==> src/rtl/cdb_pkg.sv <==
// rtl/cdb_pkg.sv - shared CDB types: PRF tag width and the result entry carried on the bus
`ifndef PRF_SIZE
`define PRF_SIZE 64
`endif

package cdb_pkg;
    localparam int CDB_TAG_W = $clog2(`PRF_SIZE);

    // Reused by the CDB listener / RS snoop logic
    typedef struct packed {
        logic [63:0]          value;
        logic [CDB_TAG_W-1:0] tag;
    } cdb_entry_t;
endpackage

==> src/rtl/cdb_entry_fifo.sv <==
// rtl/cdb_entry_fifo.sv - DEPTH-entry circular buffer of CDB results with push/pop/clear
module cdb_entry_fifo
    import cdb_pkg::*;
#(
    parameter int DEPTH = 4
)
(
    input  logic                     clock,
    input  logic                     reset_n,
    input  logic                     push,
    input  logic                     pop,
    input  logic                     clear,
    input  cdb_entry_t               wdata,
    output cdb_entry_t               rdata,
    output logic [$clog2(DEPTH):0]   count,
    output logic                     full,
    output logic                     empty
);
    localparam int PTR_W = $clog2(DEPTH);

    logic [PTR_W-1:0] head;
    logic [PTR_W-1:0] tail;
    cdb_entry_t       mem [DEPTH];

    always_ff @(posedge clock or negedge reset_n) begin
        if (!reset_n) begin
            head  <= '0;
            tail  <= '0;
            count <= '0;
        end else if (clear) begin
            head  <= '0;
            tail  <= '0;
            count <= '0;
        end else begin
            if (push) tail <= tail + PTR_W'(1);
            if (pop)  head <= head + PTR_W'(1);
            case ({push, pop})
                2'b10:   count <= count + (PTR_W+1)'(1);
                2'b01:   count <= count - (PTR_W+1)'(1);
                default: count <= count;
            endcase
        end
    end

    // Storage needs no reset: consumers mask the head while empty
    always_ff @(posedge clock) begin
        if (push && !clear) mem[tail] <= wdata;
    end

    assign rdata = mem[head];
    assign full  = (count == (PTR_W+1)'(DEPTH));
    assign empty = (count == '0);
endmodule

==> src/rtl/cdb_result_sender.sv <==
// rtl/cdb_result_sender.sv - FU-side CDB sender: result buffer, retry on send_in_fail, starve flag
// Optional zero-latency path from fu_* to result_* when CDB_SENDER_BYPASS_EN is defined.
module cdb_result_sender
    import cdb_pkg::*;
#(
    parameter int DEPTH        = 4,
    parameter int STARVE_LIMIT = 8,
    parameter int TAG_W        = CDB_TAG_W
)
(
    input  logic                     clock,
    input  logic                     reset_n,
    input  logic                     fu_valid,
    input  logic [63:0]              fu_result,
    input  logic [TAG_W-1:0]         fu_dest_reg_idx,
    output logic                     fu_stall,
    output logic                     result_ready,
    output logic [63:0]              result_out,
    output logic [TAG_W-1:0]         dest_reg_idx,
    input  logic                     send_in_fail,
    input  logic                     squash,
    output logic [$clog2(DEPTH):0]   count,
    output logic                     starve
);
    localparam int FAIL_W = $clog2(STARVE_LIMIT + 1);

    cdb_entry_t        push_entry;
    cdb_entry_t        head_entry;
    logic              buf_full;
    logic              buf_empty;
    logic              bypass_hit;
    logic              push;
    logic              pop;
    logic              fail_clear;
    logic [FAIL_W-1:0] fail_cnt;
    logic              starve_q;

    assign push_entry = '{value: fu_result, tag: fu_dest_reg_idx};

    cdb_entry_fifo #(.DEPTH(DEPTH)) u_fifo (
        .clock   (clock),
        .reset_n (reset_n),
        .push    (push),
        .pop     (pop),
        .clear   (squash),
        .wdata   (push_entry),
        .rdata   (head_entry),
        .count   (count),
        .full    (buf_full),
        .empty   (buf_empty)
    );

    always_comb begin
        bypass_hit = 1'b0;
`ifdef CDB_SENDER_BYPASS_EN
        // Gated by reset_n so the fu_* path stays quiet while reset is held
        bypass_hit = reset_n && buf_empty && fu_valid && !squash;
`endif
        result_ready = !buf_empty || bypass_hit;
        result_out   = '0;
        dest_reg_idx = '0;
        if (bypass_hit) begin
            result_out   = fu_result;
            dest_reg_idx = fu_dest_reg_idx;
        end else if (!buf_empty) begin
            result_out   = head_entry.value;
            dest_reg_idx = head_entry.tag;
        end
    end

    // Full refuses an enqueue even when a dequeue frees a slot this cycle
    assign fu_stall   = buf_full;
    assign push       = fu_valid && !buf_full && !squash && !(bypass_hit && !send_in_fail);
    assign pop        = !buf_empty && !send_in_fail && !squash;
    assign fail_clear = squash || !result_ready || !send_in_fail;

    always_ff @(posedge clock or negedge reset_n) begin
        if (!reset_n) begin
            fail_cnt <= '0;
            starve_q <= 1'b0;
        end else if (fail_clear) begin
            fail_cnt <= '0;
            starve_q <= 1'b0;
        end else begin
            if (fail_cnt < FAIL_W'(STARVE_LIMIT)) fail_cnt <= fail_cnt + FAIL_W'(1);
            starve_q <= (fail_cnt >= FAIL_W'(STARVE_LIMIT));
        end
    end

    assign starve = starve_q;
endmodule
==> config.mk <==
export PLATFORM = sky130hd
export DESIGN_NAME = cdb_result_sender
export DESIGN_NICKNAME = d
export VERILOG_FILES = /design/src/rtl/cdb_pkg.sv /design/src/rtl/cdb_entry_fifo.sv /design/src/rtl/cdb_result_sender.sv
export SDC_FILE = /design/constraint.sdc
export NUM_CORES = 1
export LEC_CHECK = 0
export CAP_MARGIN = 20
export CORE_UTILIZATION = 61
export CTS_BUF_LIST = sky130_fd_sc_hd__clkbuf_4 sky130_fd_sc_hd__clkbuf_8
export DETAILED_ROUTE_END_ITERATION = 8
export PLACE_DENSITY = 0.89
export SYNTH_ARGS = -nofsm -noshare
export SYNTH_HDL_FRONTEND = slang
export SYNTH_SLANG_ARGS = --single-unit
export TNS_END_PERCENT = 30
==> constraint.sdc <==
create_clock -name clock -period 6.27 [get_ports clock]
set_input_delay 1.5675 -clock clock [delete_from_list [all_inputs] [get_ports clock]]
set_output_delay 1.5675 -clock clock [all_outputs]
set_load 0.03 [all_outputs]
# Yosys cells after proc, flatten, opt, wreduce, memory -nomap -nowiden
# Memory sizes are Yosys's and may differ from the RTL's.
# Index checks and enable logic that the tools add are counted.
# totals
ff_bits,12
ram_bits,280
input_bits,75
word_cells,45
mem_count,1
# classes
addsub,5
magnitude_cmp,2
eq_ne,3
mux,13
reduce_logical,16
# memory_table
name,depth,word_bits,rd,rd_clocked_by_memory_dff,write_ports,line,text
u_fifo.mem,4,70,1,0,1,cdb_entry_fifo.sv:23,cdb_entry_t mem [DEPTH];
# ops
operator,count
two-way mux 64 bit,1
two-way mux 2 bit,4
two-way mux 4 bit,2
two-way mux 6 bit,1
case mux 3 bit (2 select lines),1
nonzero test 2 bit,3
logical AND 1 bit,5
"adder 2 x 1 -> 2 bit, second input constant",2
"adder 4 x 1 -> 4 bit, second input constant",1
"greater-or-equal comparator 4 bit, second input constant",1
logical NOT 1 bit,4
"less-than comparator 4 bit, second input constant",1
"adder 3 x 1 -> 3 bit, second input constant",1
"equality test 3 bit, second input constant",1
logical NOT 3 bit,1
two-way mux 1 bit,3
two-way mux 3 bit,1
nonzero test 3 bit,1
"subtractor 3 x 1 -> 3 bit, second input constant",1
"equality test 2 x 1 -> 1 bit, second input constant",1
"equality test 2 bit, second input constant",1
logical OR 1 bit,2

# Depth between registers and ports, before layout
# Gate-level depths: netlist (run 1).
# logic_depth
ltp_word,7
ltp_mapped,9

# Hierarchy
# Synthesis (run 1) repeated with hierarchy kept, for this count alone.
# unflattened
cells_unflattened,511
hier_area_um2,11358.4
# modules_own_cells
mod,instances,cells_per_inst,area_each_um2,seq_area_each_um2
cdb_entry_fifo,1,409,10617.7,8583.2
cdb_result_sender,1,102,740.7,125.1

# Worst setup path before layout (run 1)
# OpenSTA, ideal clock, no wires.
# synth_path
path_kind,in2reg
start,input port fu_valid
end,memory u_fifo.mem[0][0] (netlist bit) (enable)
setup_ns,0.436
t_arrival_ns,3.834
setup_slack_ns,2.001
stages,3
n_path_buf,1
cell_sequence,buf_2 nor3b_1 and2_1
# synth_between
elab_chain_cells,5
# synth_lines
element,line,text
start: declaration,cdb_result_sender.sv:13,"input logic fu_valid,"
logical AND 1 bit (2 in series),cdb_result_sender.sv:73,assign push = fu_valid && !buf_full && !squash && !(bypass_hit && !send_in_fail);
logical AND 1 bit,cdb_entry_fifo.sv:47,if (push && !clear) mem[tail] <= wdata;
two-way mux 1 bit,cdb_entry_fifo.sv:47,
two-way mux 1 bit (not written as such),cdb_entry_fifo.sv:47,
end: declaration,cdb_entry_fifo.sv:23,
# No other way between the ends.

# Final worst setup path (run 1)
# layout_path
start,register u_fifo.head[0]
end,output port result_out[35]
# layout_between
elab_chain_cells,2
# layout_lines
element,line,text
start: declaration,cdb_entry_fifo.sv:21,logic [PTR_W-1:0] head;
start signal: assignment,cdb_entry_fifo.sv:36,if (pop) head <= head + PTR_W'(1);
memory (4 x 70 bit),n/a,
two-way mux 64 bit,cdb_result_sender.sv:65,end else if (!buf_empty) begin
end: declaration,cdb_result_sender.sv:18,"output logic [63:0] result_out,"
# No other way between the ends.

==> results.json, run 1 <==
{
  "outcome": "finished with violations",
  "violations": "DRC",
  "die_y_um": 138,
  "setup_ws_ns": 1.50,
  "die_area_um2": 19200,
  "synth.distinct_cells": 36,
  "synth_fp_nets": 612,
  "grt_pass1_vias": 5940,
  "synth_fa_ha_area_frac": 0.00837,
  "cts-htree-levels": 2,
  "synth.avg_cell_area_um2": 21.4,
  "setup_viol": 0,
  "wirelength_mm": 20.6,
  "maxSlewViolCount": 0,
  "synth.mux.area_fraction": 0.141,
  "finalWorstPathRequiredPeriod_ns": 4.77,
  "antenna_found_initial": 0,
  "grt.overflow.total": 0,
  "clock_sinks": 292,
  "crit_type": "flop to output port",
  "crit_fanout": 39,
  "start_util": 0.628,
  "vias_per_cell": 5.80,
  "final-hold-violation-count": 0,
  "finalClockSkew_ns": 0.0156,
  "synth-main-ff-cell": "edfxtp_1",
  "num_vias": 5553,
  "placementRows": 49,
  "clock_latency_ns": 0.52,
  "grt_setup_unrepaired": "false",
  "grt_max_degree": 72,
  "antenna_left": 0,
  "crit_required_ns": 4.70,
  "slew_headroom": 0.283,
  "netlist_area_um2": 11400,
  "fillCellCount": 920,
  "synth_top_family_by_area": "multiplexers",
  "tightest_slew_ns": 1.08,
  "drtPass1Iterations": 7,
  "drive_above_1_share": 0.206,
  "finalSetupTns_ns": 0,
  "ios": 151,
  "cts_root_buf": "clkbuf_8",
  "synth_compound_area_frac": 0.0113,
  "cts_resized": 0,
  "wire_per_inst_um": 21.5,
  "gp_congestion": 0.741,
  "leakage_nw": 4.49,
  "drc": 22,
  "postCtsSetupBuffers": 0,
  "worstSetupEndpointType": "output port",
  "synth-edff-count": 280,
  "grt_pass1_wl_mm": 32.4,
  "ys_seq_elements": 292,
  "min_period_over_period": 0.760,
  "synth_xor_area_frac": 0.00309,
  "syn_inst": 530,
  "die_x_um": 138,
  "yosysWarningCount": 0,
  "cts_max_path_buffers": 3,
  "numCtsBuffers": 45,
  "power.density_nw_per_um2": 381,
  "final_nets": 782,
  "insertedDiodeCount": 0,
  "drtIter0Drc": 320,
  "worstPathArrival_ns": 3.20,
  "drv_cap": 0,
  "max_freq_ghz": 0.210,
  "ctsHoldBuffers": 0,
  "dp_hpwl_mm": 11.7,
  "coreArea_um2": 18100,
  "post-route-util": 0.768,
  "io_buffers": 150,
  "dp_worst_setup_slack_ns": 1.88,
  "ir_drop_mv": 0.258,
  "area_delta_synth_final_pct": 22.3,
  "async_flop_share": 0.0411,
  "startpoint_type": "flop",
  "synth-simple-area-share": 0.0526,
  "ys_seq_area_frac": 0.767,
  "cts_tree": "done",
  "track_usage": 0.226,
  "clk_pin_slew_ns": 0.06,
  "min-delay-path-class": "flop to flop"
}
-- sequential cells by signal, indices dropped and copies added, names as in the netlist --
signal and count:
fail_cnt 4, starve 1, u_fifo.count 3, u_fifo.head 2, u_fifo.mem 280, u_fifo.tail 2
-- final timing paths --
kind	startpoint	slack (ns)	end	cells past startpoint
max	u_fifo.head[0]	1.50	result_out[35]	4
min	fail_cnt[2]	0.55	fail_cnt[2]	2
max reg2reg	u_fifo.count[1]	3.35	u_fifo.mem[1][40]	4
min reg2reg	fail_cnt[2]	0.55	fail_cnt[2]	2
max in group asynchronous	reset_n	4.46	u_fifo.head[0]	1
min in group asynchronous	reset_n	1.40	fail_cnt[0]	1
-- worst max-delay path, stage by stage, from the launching register on --
cell and delay, ns:
dfrtp_4 0.93, buf_12 0.36, mux4_2 0.53, and2_1 0.21
clkdlybuf4s50_1 0.60
-- final cells by class --
cell class / instances / area, um2 / area share
Inverter: 9 / 33.8 / 0.00243
Multi-Input combinational cell: 200 / 2460 / 0.177
Tap cell: 229 / 287 / 0.0206
Clock buffer: 59 / 756 / 0.0544
Clock inverter: 16 / 93.8 / 0.00676
Sequential cell: 292 / 8720 / 0.627
Timing Repair Buffer: 152 / 1540 / 0.111
-- cells in the mapped netlist (2+ instances only) --
cell / number / area (um2)
buf_2: 7 / 35.0
nor2_1: 7 / 26.3
o21ai_0: 3 / 15.0
nand2_1: 5 / 18.8
a21oi_1: 5 / 25.0
ha_1: 6 / 75.1
and2_1: 74 / 463
buf_6: 2 / 22.5
buf_4: 7 / 52.6
nor3_1: 2 / 10.0
nand3_1: 2 / 10.0
xor2_1: 3 / 26.3
clkbuf_1: 13 / 48.8
dfrtp_1: 12 / 300
inv_1: 9 / 33.8
or3_1: 3 / 18.8
mux4_2: 70 / 1580
a211oi_1: 3 / 22.5
edfxtp_1: 280 / 8410
-- cells by family (layout without fill, tap and decap cells) --
family                   count (synthesis)  in the layout
adder cells (fa/ha/maj)                  7              7
AO/OA/AOI/OAI                           18             18
buffers and inverters                   38            236
flip-flops                             292            292
multiplexers                            72             72
AND/OR/NAND/NOR                         99             99
XOR/XNOR                                 4              4
-- cell usage in the layout (no fill, tap or decap), types with 4 or more instances in the layout --
cell type        count
edfxtp_1           280
clkdlybuf4s50_1    150
mux4_2              70
and2_1              70
clkbuf_8            50
dfrtp_1             10
clkinv_1             9
clkbuf_4             9
inv_1                8
nor2_1               7
ha_1                 6
clkinv_2             6
a21oi_1              5
nand2_1              5
and2_4               4
-- stage by stage --
stage               cell area, um2  instances  hold WS [ns]  power [mW]
floorplan                    11400        530         0.511        3.28
global placement             13000        881         0.529        3.82
detailed placement           13000        882         0.537        3.87
CTS                          13900        957         0.552        5.34
global route                 13900        957         0.566        5.50
finish                       13900        957         0.553        5.30
-- where the power goes --
part	internal [mW]	switching, mW	total (mW)
combinational	0.685	0.793	1.48
sequential	2.24	0.0971	2.34
clock	0.820	0.661	1.48
total	3.75	1.55	5.30
-- per-layer routing --
metal	track usage	wire (um)
met5	0	0
met4	0.0763	486
met3	0.0530	1500
met2	0.387	10600
met1	0.287	8090
(Power assumes the default switching activity.)
==> run 2: changes to the inputs <==
--- a/config.mk
+++ b/config.mk
@@ -6,10 +6,10 @@
 export NUM_CORES = 1
 export LEC_CHECK = 0
 export CAP_MARGIN = 20
-export CORE_UTILIZATION = 61
+export CORE_UTILIZATION = 51
 export CTS_BUF_LIST = sky130_fd_sc_hd__clkbuf_4 sky130_fd_sc_hd__clkbuf_8
 export DETAILED_ROUTE_END_ITERATION = 8
-export PLACE_DENSITY = 0.89
+export PLACE_DENSITY = 0.8
 export SYNTH_ARGS = -nofsm -noshare
 export SYNTH_HDL_FRONTEND = slang
 export SYNTH_SLANG_ARGS = --single-unit
==> constraint.sdc (replaced) <==
create_clock -name clock -period 3.9 [get_ports clock]
set_input_delay 0.975 -clock clock [delete_from_list [all_inputs] [get_ports clock]]
set_output_delay 0.975 -clock clock [all_outputs]
set_load 0.03 [all_outputs]
==> results.json, run 2 (synthesis gave the netlist of run 1 again) <==
{
  "worstSetupEndpointType": "output port",
  "grt_setup_unrepaired": "false",
  "ctsHoldBuffers": 0,
  "num_vias": 5606,
  "grt_pass1_vias": 5987,
  "min-delay-path-class": "flop to flop",
  "leakage_nw": 4.59,
  "gp_congestion": 0.797,
  "worstReg2RegEnd": "u_fifo.count[1]",
  "critPathTopFamily": "buffers and inverters",
  "start_util": 0.520,
  "power.density_nw_per_um2": 598,
  "die_x_um": 151,
  "drtIter0Drc": 379,
  "wire_per_inst_um": 20.8,
  "final-hold-violation-count": 0,
  "outcome": "finished, final reports clean",
  "cts-htree-levels": 2,
  "drtPass1Iterations": 4,
  "dp_hpwl_mm": 13.4,
  "startpoint_type": "flop",
  "cts_tree": "done",
  "final_common_cell": "edfxtp_1",
  "regMostFlops": "u_fifo.mem",
  "post-route-util": 0.649,
  "die_y_um": 151,
  "tightest_slew_ns": 0.562,
  "track_usage": 0.190,
  "worstPathArrival_ns": 2.73,
  "crit_buf_inv": 3,
  "antenna_left": 0,
  "antenna_found_initial": 1,
  "area_delta_synth_final_pct": 24.8,
  "slew_headroom": 0.624,
  "reg2regPathDepth": 7,
  "cpPeakStageDelay_ns": 0.70,
  "placementRows": 54,
  "crit_path_start": "u_fifo.count[1]",
  "clk_pin_slew_ns": 0.06,
  "cp_num_cells": 5,
  "crit_type": "flop to output port",
  "cts_root_buf": "clkbuf_8",
  "grt_pass1_wl_mm": 32.1,
  "final_nets": 800,
  "finalClockSkew_ns": 0.0188,
  "drc": 0,
  "postCtsSetupBuffers": 0,
  "endpoint": "result_out[25]",
  "ir_drop_mv": 0.333,
  "setup_viol": 0,
  "drive_above_1_share": 0.223,
  "drv_cap": 0,
  "vias_per_cell": 5.45,
  "cpMaxStageDelayCell": "clkdlybuf4s50_1",
  "die_area_um2": 22900,
  "min_period_over_period": 0.950,
  "finalSetupTns_ns": 0,
  "layout_common_cells": "edfxtp_1 (280), clkdlybuf4s50_1 (150), mux4_2 (70), and2_1 (70), clkbuf_8 (46)",
  "max_freq_ghz": 0.270,
  "largest_reg_flops": 280,
  "io_buffers": 150,
  "crit_fanout": 40,
  "clock_latency_ns": 0.54,
  "reg2reg_from": "u_fifo.count[1]",
  "clock_sinks": 292,
  "crit_required_ns": 2.92,
  "numCtsBuffers": 46,
  "cts_max_path_buffers": 3,
  "reg.largest.list": "u_fifo.mem x280, fail_cnt x4, u_fifo.count x3",
  "ios": 151,
  "finalWorstPathRequiredPeriod_ns": 3.70,
  "maxSlewViolCount": 0,
  "coreArea_um2": 21800,
  "grt.overflow.total": 0,
  "cp_cell_sequence": "nor3_2 -> inv_2 -> buf_6 -> and2_1 -> clkdlybuf4s50_1",
  "finalHoldWorstSlack_ns": 0.558,
  "ff2ff_setup_slack_ns": 1.35,
  "insertedDiodeCount": 0,
  "wirelength_mm": 21.4,
  "grt_max_degree": 72
}
[run 2: routing by layer]
layer	up-vias	GRT usage	share of wire	routed length, um
met3	36	0.0509	0.068	1460
met4	2	0.0550	0.018	376
li1	2512	-	-	-
met1	2857	0.252	0.42	8960
met5	-	0	0.00080	17
met2	199	0.311	0.49	10600
[run 2: per-stage QoR]
step                area, um2  cells  setup slack, ns  power, mW
floorplan               11400    530            0.223       5.27
global placement        13300    950            0.665       6.20
detailed placement      13300    950            0.614       6.25
CTS                     14200   1028           0.0341       8.57
global route            14200   1028           0.0227       8.82
finish                  14200   1028            0.195       8.47
[run 2: worst reg2reg max path: stages (launching register included)]
cell and delay (ns):
dfrtp_1 0.52, nor3_2 0.35, inv_2 0.21, buf_6 0.25, and3_1 0.19, fa_1 0.44, nor4b_1 0.16, a311o_1 0.33
[run 2: power by group]
| part | total [mW] | internal [mW] | switching (mW) |
|---|---|---|---|
| clock | 2.31 | 1.22 | 1.10 |
| combinational | 2.49 | 1.13 | 1.36 |
| sequential | 3.66 | 3.60 | 0.0653 |
| total | 8.47 | 5.95 | 2.52 |
[run 2: cell type report]
cell class	count	area [um2]
Clock buffer	58	723
Clock inverter	20	97.6
Fill cell	1454	7650
Inverter	9	33.8
Multi-Input combinational cell	200	2460
Sequential cell	292	8720
Tap cell	280	350
Timing Repair Buffer	169	1790
[run 2: repair_timing]
item | CTS | global route
resized for setup | 0 | 1
setup endpoints to repair | 0 | 37
endpoints found under the hold margin | 0 | 0
[run 2: worst min-delay path by stage]
| stage | start | end | slack (ns) | cells after the start |
|---|---|---|---|---|
| finish | fail_cnt[2] | fail_cnt[2] | 0.56 | 2 |
| global route | fail_cnt[2] | fail_cnt[2] | 0.59 | 2 |
| CTS | fail_cnt[2] | fail_cnt[2] | 0.57 | 2 |
| detailed placement | fail_cnt[2] | fail_cnt[2] | 0.55 | 2 |
| global placement | fail_cnt[2] | fail_cnt[2] | 0.53 | 2 |
| floorplan | fail_cnt[2] | fail_cnt[2] | 0.51 | 2 |
==> run 3: changes to the inputs <==
--- a/config.mk
+++ b/config.mk
@@ -6,6 +6,7 @@
 export NUM_CORES = 1
 export LEC_CHECK = 0
 export CAP_MARGIN = 20
+export CORE_MARGIN = 3
 export CORE_UTILIZATION = 51
 export CTS_BUF_LIST = sky130_fd_sc_hd__clkbuf_4 sky130_fd_sc_hd__clkbuf_8
 export DETAILED_ROUTE_END_ITERATION = 8
==> results.json, run 3 (synthesis gave the netlist of run 1 again) <==
{
  "pwr-share-clk": 0.287,
  "switching_power_mw": 2.60,
  "drtIter0Drc": 400,
  "combPwrFrac": 0.290,
  "seq_power_share": 0.422,
  "crit_fanout": 23,
  "clock_latency_ns": 0.56,
  "max_freq_ghz": 0.272,
  "grt_max_degree": 38,
  "final_nets": 799,
  "final_common_cell": "edfxtp_1",
  "die_area_um2": 24100,
  "start_util": 0.530,
  "leakage_nw": 4.62,
  "die_y_um": 155,
  "num_vias": 5664,
  "worstSetupEndpointType": "output port",
  "vias_per_cell": 5.53,
  "min-delay-path-class": "flop to flop",
  "grt_pass1_wl_mm": 35.3,
  "reg.largest.list": "u_fifo.mem x280, fail_cnt x4, u_fifo.count x3",
  "regMostFlops": "u_fifo.mem",
  "setup_viol": 0,
  "clk_pin_slew_ns": 0.06,
  "gp_congestion": 0.779,
  "wire_per_inst_um": 22.0,
  "startpoint_type": "flop",
  "insertedDiodeCount": 0,
  "drv_cap": 0,
  "dp_hpwl_mm": 13.9,
  "cts_tree": "done",
  "worstReg2RegEnd": "u_fifo.count[1]",
  "power.density_nw_per_um2": 614,
  "track_usage": 0.190,
  "ir_drop_mv": 0.502,
  "largest_reg_flops": 280,
  "finalClockSkew_ns": 0.0220,
  "area_delta_synth_final_pct": 25.2,
  "reg2regPathDepth": 7,
  "coreArea_um2": 21400,
  "placementRows": 53,
  "hold_path_end": "u_fifo.tail[1]",
  "min_period_over_period": 0.944,
  "drtPass1Iterations": 4,
  "hp-start": "u_fifo.tail[1]",
  "grt.overflow.total": 0,
  "antenna_found_initial": 1,
  "crit_type": "flop to output port",
  "switching_share": 0.298,
  "slew_headroom": 0.597,
  "reg2reg_from": "u_fifo.count[2]",
  "die_x_um": 155,
  "p_int_mw": 6.13,
  "final-hold-violation-count": 0,
  "numCtsBuffers": 47,
  "drive_above_1_share": 0.231,
  "tightest_slew_ns": 0.602,
  "io_buffers": 150,
  "cts-htree-levels": 2,
  "maxSlewViolCount": 0,
  "finalSetupTns_ns": 0,
  "hold_depth": 1,
  "ctsHoldBuffers": 0,
  "cts_root_buf": "clkbuf_8",
  "grt_setup_unrepaired": "false",
  "drc": 0,
  "crit_required_ns": 2.92,
  "antenna_left": 0,
  "finalWorstPathRequiredPeriod_ns": 3.68,
  "clock_sinks": 292,
  "grt_pass1_vias": 6288,
  "worstPathArrival_ns": 2.71,
  "wirelength_mm": 22.6,
  "ios": 151,
  "outcome": "finished, final reports clean",
  "post-route-util": 0.664,
  "ff2ff_setup_slack_ns": 1.28,
  "layout_common_cells": "edfxtp_1 (280), clkdlybuf4s50_1 (150), mux4_2 (70), and2_1 (70), clkbuf_8 (47)",
  "cts_max_path_buffers": 3
}
## run 3: changes by cell type in the layout (fill, tap and decap cells not counted), sizes merged
cell | previous run | this run
clkinv | 17 | 12
clkbuf | 58 | 66
buf | 19 | 17
bufinv | 0 | 1
## run 3: per-layer routing
layer  GRT usage  vias up  routed length, um
met4      0.0563        2                346
met1       0.251     2902               9010
met3      0.0506       30               1680
li1            -     2507                  -
met2       0.314      223              11500
met5           0        -                 13
## run 3: cell type report
type | count | area [um2]
sequential | 292 | 8720
fill | 1398 | 7200
multi-input combinational | 200 | 2470
timing repair buffer | 167 | 1740
clock buffer | 66 | 790
tap | 275 | 344
clock inverter | 16 | 115
inverter | 9 | 38.8
## run 3: how the worst max path moves through the flow
stage	from	end	slack, ns	depth (start not counted)
2_1_floorplan	fu_valid	u_fifo.mem[2][0]	0.22	3
3_3_place_gp	u_fifo.count[1]	result_out[32]	0.59	5
3_5_place_dp	u_fifo.count[1]	result_out[55]	0.42	5
4_1_cts	u_fifo.head[0]	result_out[59]	0.008	4
5_1_grt	u_fifo.count[0]	result_out[55]	0.08	5
6_report	u_fifo.head[1]	result_out[55]	0.22	4
## run 3: critical path, cell delays in order (launching register included)
cell             delay, ns
dfrtp_4               0.67
buf_4                 0.35
mux4_2                0.34
and2_1                0.18
clkdlybuf4s50_1       0.61
## run 3: power groups by stage
stage                     clock network, mW  logic [mW]  registers, mW
after floorplan                           0        1.55           3.72
after global placement                    0        2.48           3.75
after detailed placement                  0        2.52           3.77
after CTS                              2.57        2.54           3.71
after global routing                   2.72        2.69           3.70
final                                  2.51        2.53           3.69
## run 3: per-stage QoR
step,std cells,setup slack [ns],power [mW],hold WS (ns),instance area (um2)
6_report,1025,0.218,8.73,0.593,14200
5_1_grt,1025,0.0767,9.10,0.620,14200
4_1_cts,1024,0.00820,8.81,0.585,14200
3_5_place_dp,942,0.419,6.29,0.572,13300
3_3_place_gp,942,0.591,6.24,0.527,13300
2_1_floorplan,530,0.223,5.27,0.511,11400
## run 3: what timing repair did
action / 4_1_cts / 5_1_grt
resized for setup: 1 / 3
cloned: 0 / 0
setup buffers: 0 / 1
setup endpoints to repair: 37 / 54
